[src/rtl/reg_bank.sv]
// reg_bank: DEPTH x DATA_WIDTH register file with one write port, two
// combinational read ports (A, B), optional write-to-read bypass, R0 gating
// on port A through BAout, and a per-register busy scoreboard for detecting
// RAW hazards on multi-cycle instructions.
module reg_bank #(
    parameter int                    DATA_WIDTH = 32,
    parameter int                    DEPTH      = 16,
    parameter int                    ADDR_WIDTH = 4,
    parameter logic [DATA_WIDTH-1:0] INIT       = '0,
    parameter bit                    BYPASS     = 1'b1,
    parameter bit                    R0_GATE    = 1'b1
) (
    input  logic                  clk,
    input  logic                  clr,
    input  logic                  we,
    input  logic [ADDR_WIDTH-1:0] waddr,
    input  logic [DATA_WIDTH-1:0] wdata,
    input  logic [ADDR_WIDTH-1:0] ra_addr,
    input  logic [ADDR_WIDTH-1:0] rb_addr,
    input  logic                  BAout,
    input  logic                  reserve,
    input  logic [ADDR_WIDTH-1:0] reserve_addr,
    output logic [DATA_WIDTH-1:0] ra_data,
    output logic [DATA_WIDTH-1:0] rb_data,
    output logic [DEPTH-1:0]      busy,
    output logic                  hazard,
    output logic                  reserve_err
);

    // Storage and scoreboard state
    logic [DATA_WIDTH-1:0] regs_q [DEPTH];
    logic [DATA_WIDTH-1:0] regs_d [DEPTH];
    logic [DEPTH-1:0]      busy_q;
    logic [DEPTH-1:0]      busy_d;
    logic                  reserve_err_q;
    logic                  reserve_err_d;

    // One-hot decodes of the write and reserve targets
    logic [DEPTH-1:0]      wsel;
    logic [DEPTH-1:0]      rsel;

    // Write/bypass hit on a read port; clr suppresses the write entirely
    logic                  a_bypass_hit;
    logic                  b_bypass_hit;
    logic                  a_r0_gated;

    genvar gi;
    generate
        for (gi = 0; gi < DEPTH; gi = gi + 1) begin : g_decode
            assign wsel[gi] = we      && (waddr        == ADDR_WIDTH'(gi));
            assign rsel[gi] = reserve && (reserve_addr == ADDR_WIDTH'(gi));
        end
    endgenerate

    // Next-state for data registers and busy flags; a reserve to the same
    // register as a write keeps it busy (set wins over clear)
    always_comb begin
        busy_d        = busy_q;
        reserve_err_d = reserve & busy_q[reserve_addr];
        for (int i = 0; i < DEPTH; i++) begin
            regs_d[i] = regs_q[i];
            if (wsel[i]) begin
                regs_d[i] = wdata;
                busy_d[i] = 1'b0;
            end
            if (rsel[i]) begin
                busy_d[i] = 1'b1;
            end
        end
    end

    // State registers; clr discards any write or reservation in its cycle
    always_ff @(posedge clk) begin
        if (clr) begin
            for (int i = 0; i < DEPTH; i++) begin
                regs_q[i] <= INIT;
            end
            busy_q        <= '0;
            reserve_err_q <= 1'b0;
        end else begin
            for (int i = 0; i < DEPTH; i++) begin
                regs_q[i] <= regs_d[i];
            end
            busy_q        <= busy_d;
            reserve_err_q <= reserve_err_d;
        end
    end

    // Read ports: R0 gate (port A only) beats bypass, bypass beats storage
    always_comb begin
        a_bypass_hit = BYPASS && we && !clr && (waddr == ra_addr);
        b_bypass_hit = BYPASS && we && !clr && (waddr == rb_addr);
        a_r0_gated   = R0_GATE && BAout && (ra_addr == '0);

        ra_data = regs_q[ra_addr];
        if (a_bypass_hit) begin
            ra_data = wdata;
        end
        if (a_r0_gated) begin
            ra_data = '0;
        end

        rb_data = regs_q[rb_addr];
        if (b_bypass_hit) begin
            rb_data = wdata;
        end
    end

    // Hazard looks only at registered busy flags, so a same-cycle write
    // does not clear it until the following cycle
    always_comb begin
        hazard = busy_q[ra_addr] | busy_q[rb_addr];
    end

    assign busy        = busy_q;
    assign reserve_err = reserve_err_q;

endmodule

[config.mk]
export PLATFORM = sky130hd
export DESIGN_NAME = reg_bank
export DESIGN_NICKNAME = d
export VERILOG_FILES = /design/src/rtl/reg_bank.sv
export SDC_FILE = /design/constraint.sdc
export NUM_CORES = 1
export LEC_CHECK = 0
export ABC_AREA = 0
export BUFFER_PORTS_ARGS = -buffer_cell sky130_fd_sc_hd__buf_4
export CORE_ASPECT_RATIO = 0.75
export CORE_MARGIN = 3
export CORE_UTILIZATION = 30
export CTS_CLUSTER_SIZE = 20
export DETAILED_ROUTE_END_ITERATION = 16
export GPL_ROUTABILITY_DRIVEN = 0
export PLACE_DENSITY = 0.51
export SYNTH_ARGS = -nofsm -noshare
export SYNTH_HDL_FRONTEND = slang
export SYNTH_SLANG_ARGS = --single-unit
export TNS_END_PERCENT = 100
[constraint.sdc]
create_clock -name clk -period 2.6 [get_ports clk]
set_clock_uncertainty 0.1 [all_clocks]
set_input_delay 0 -clock clk [delete_from_list [all_inputs] [get_ports clk]]
set_output_delay 0 -clock clk [all_outputs]
set_load 0.02 [all_outputs]
==> results.py <==
metrics = {
    "floorplan": {
        "core-area_um2": 86900,
        "die_h_um": 264,
        "start_util": 0.307,
        "dieWidth_um": 350,
        "die_area_um2": 92500,
        "rows": 93,
        "io_pins": 135,
    },
    "status": {
        "status": "completed",
    },
    "logic_synthesis": {
        "yosysWarningCount": 0,
        "synthArstFlopShare": 0,
        "synth_top_area_cell": "edfxtp_1",
        "yosysSeqAreaShare": 0.590,
        "syn_area_um2": 26600,
        "netlist-cell-type-count": 34,
        "yosys_most_used_dff": "edfxtp_1",
        "syn-instance-count": 1724,
        "synth_top_cell_area_share": 0.577,
        "syn_area_per_cell_um2": 15.5,
        "synth.top_cells.by_area": "edfxtp_1, mux4_2, nor2_1",
        "synth_seq_cells": 529,
        "synth-edff-count": 512,
        "synth_nets": 1777,
    },
    "detailed_routing": {
        "firstDrtPassIters": 5,
        "vias_per_cell": 5.72,
        "drtIter0Drc": 2505,
        "ant_nets": 0,
        "post_drt_wl_per_cell_um": 30.2,
        "num_vias": 17500,
        "drt_wl_total_mm": 92.4,
        "drc": 0,
    },
    "cts": {
        "clkSinkCount": 529,
        "htreeDepth": 2,
        "cts_tree": "done",
        "clockBufferDepth": 3,
        "clk_pin_slew_ns": 0.06,
        "root_buffer": "clkbuf_16",
        "insertion_delay_ns": 0.59,
        "numCtsBuffers": 55,
    },
    "final_layout": {
        "final_common_cell": "edfxtp_1",
        "antenna_cells": 0,
        "drive_gt1_frac": 0.334,
        "areaGrowthSynthToFinish_pct": 19.6,
        "regArea_um2": 15700,
        "final_nets": 1933,
        "multiInputGateArea_um2": 10100,
        "n_fill_cell": 8068,
        "final_cell_mix": "edfxtp_1, nor2_1, mux4_2, buf_4, a22oi_1",
        "post-route-util": 0.366,
    },
    "placed_design": {
        "port_buffers": 134,
        "dp_hpwl_mm": 55.7,
    },
    "worst_setup_path": {
        "r2r_end": "reserve_err",
        "cp_max_fo": 2,
        "r2r_cells": 4,
        "endpoint": "rb_data[30]",
        "worstPathArrival_ns": 2.46,
        "cp-startpoint": "regs_q[6][30]",
        "required_ns": 2.50,
        "r2r-start": "busy[8]",
        "crit_type": "reg2out",
        "critPathCaptureType": "output pin",
        "worstSetupStartpointType": "flip-flop",
        "reg2reg_slack_ns": 0.35,
    },
    "sta": {
        "fin_crit_sh": 0.984,
        "holdWs_ns": 0.100,
        "tightest_slew_ns": 0.797,
        "setup_viol": 0,
        "fmax_mhz": 391,
        "final_max_slew_viol_count": 0,
        "rsz0062_at_grt": "no",
        "min_period_ns": 2.56,
        "final_hold_viol_count": 0,
        "slew_headroom": 0.469,
        "fin_setup_tns_ns": 0,
    },
    "pwr": {
        "powerDensity_nw_per_um2": 671,
        "ir_worst_vdd_uv": 529,
        "power_leakage_nw": 11.0,
    },
    "worst_hold_path": {
        "worstHoldStart": "waddr[0]",
        "hold_class": "in2reg",
    },
    "global_routing": {
        "antenna_found_initial": 1,
        "grt_pass1_vias": 17900,
        "grt_use_total": 0.198,
        "grt-ovfl-total": 0,
        "grt_max_degree": 37,
        "grt_pass1_wl_mm": 132,
    },
    "job": {
        "maxCapViolCount": 0,
    },
}
==> timing repair <==
action | CTS | global route
hold endpoints to repair | 413 | 0
buffers inserted | 0 | 0
gates cloned | 0 | 0
gates resized for setup | 1 | 2
hold buffers | 46 | 0
endpoints found under the setup margin | 1 | 17
==> synthesized netlist by cell type, types with 4 or more instances <==
cell type    n
nor3_1       4
nand2b_1    42
a22oi_1    136
dfxtp_1     17
o21ai_0      6
nand2_1     80
buf_4        9
buf_2       21
mux4_2     269
inv_1       40
nor2_1     337
edfxtp_1   512
nor2b_1      9
a22o_1      32
buf_1        6
buf_6        9
clkbuf_1   128
xor2_1       6
a41o_1       4
mux2_2      31
==> per-stage QoR <==
step | setup WS (ns) | cells | instance area [um2] | power (mW)
2_1_floorplan | 0.653 | 1724 | 26600 | 12.3
3_3_place_gp | 0.462 | 2917 | 29600 | 13.6
3_5_place_dp | 0.508 | 2917 | 29600 | 13.7
4_1_cts | 0.0164 | 3063 | 31800 | 21.5
5_1_grt | 0.00831 | 3063 | 31900 | 22.1
6_report | 0.0428 | 3063 | 31900 | 21.4
==> metal layers <==
layer	wire, um	up-vias	GRT usage
li1	-	7117	-
met1	38300	9295	0.281
met2	42500	955	0.306
met3	9370	149	0.0465
met4	2150	4	0.0506
met5	57	-	0.00314
==> final cells by class <==
type / count / share of cell area
well taps: 1140 / 0.0448
clock buffers: 62 / 0.0440
flip-flops and latches: 529 / 0.493
multi-input cells: 981 / 0.318
repair buffers: 273 / 0.0848
clock inverters: 38 / 0.0106
inverters: 40 / 0.00471
==> worst min-delay path by stage <==
stage | end | slack (ns) | cells past startpoint
5_1_grt | regs_q[13][24] | 0.09 | 2
3_5_place_dp | reserve_err | 0.19 | 2
3_3_place_gp | reserve_err | 0.18 | 2
4_1_cts | regs_q[8][23] | 0.05 | 4
6_report | regs_q[13][24] | 0.10 | 2
2_1_floorplan | reserve_err | 0.06 | 1
==> registers in the layout (all words and copies together), names as in the netlist <==
name         flops
busy            16
regs_q         512
reserve_err      1
==> cell families after synthesis <==
group,Yosys count,synth area share
compound gates,181,0.0523
xor+xnor,8,0.00263
buf+inv,214,0.0356
flops,529,0.590
mux,304,0.244
simple gates,488,0.0757
==> report_power, final <==
group | switching [mW] | total, mW | internal (mW)
Combinational | 1.81 | 3.30 | 1.49
Sequential | 0.276 | 10.2 | 9.97
Clock | 3.38 | 7.83 | 4.45
Total | 5.46 | 21.4 | 15.9
==> worst max-delay path: stages, from the launching register on <==
cell      delay, ns
edfxtp_1       0.43
mux4_2         0.51
mux4_2         0.49
mux2_4         0.27
buf_4          0.16
No activity file was read; power rests on OpenSTA's default activity.
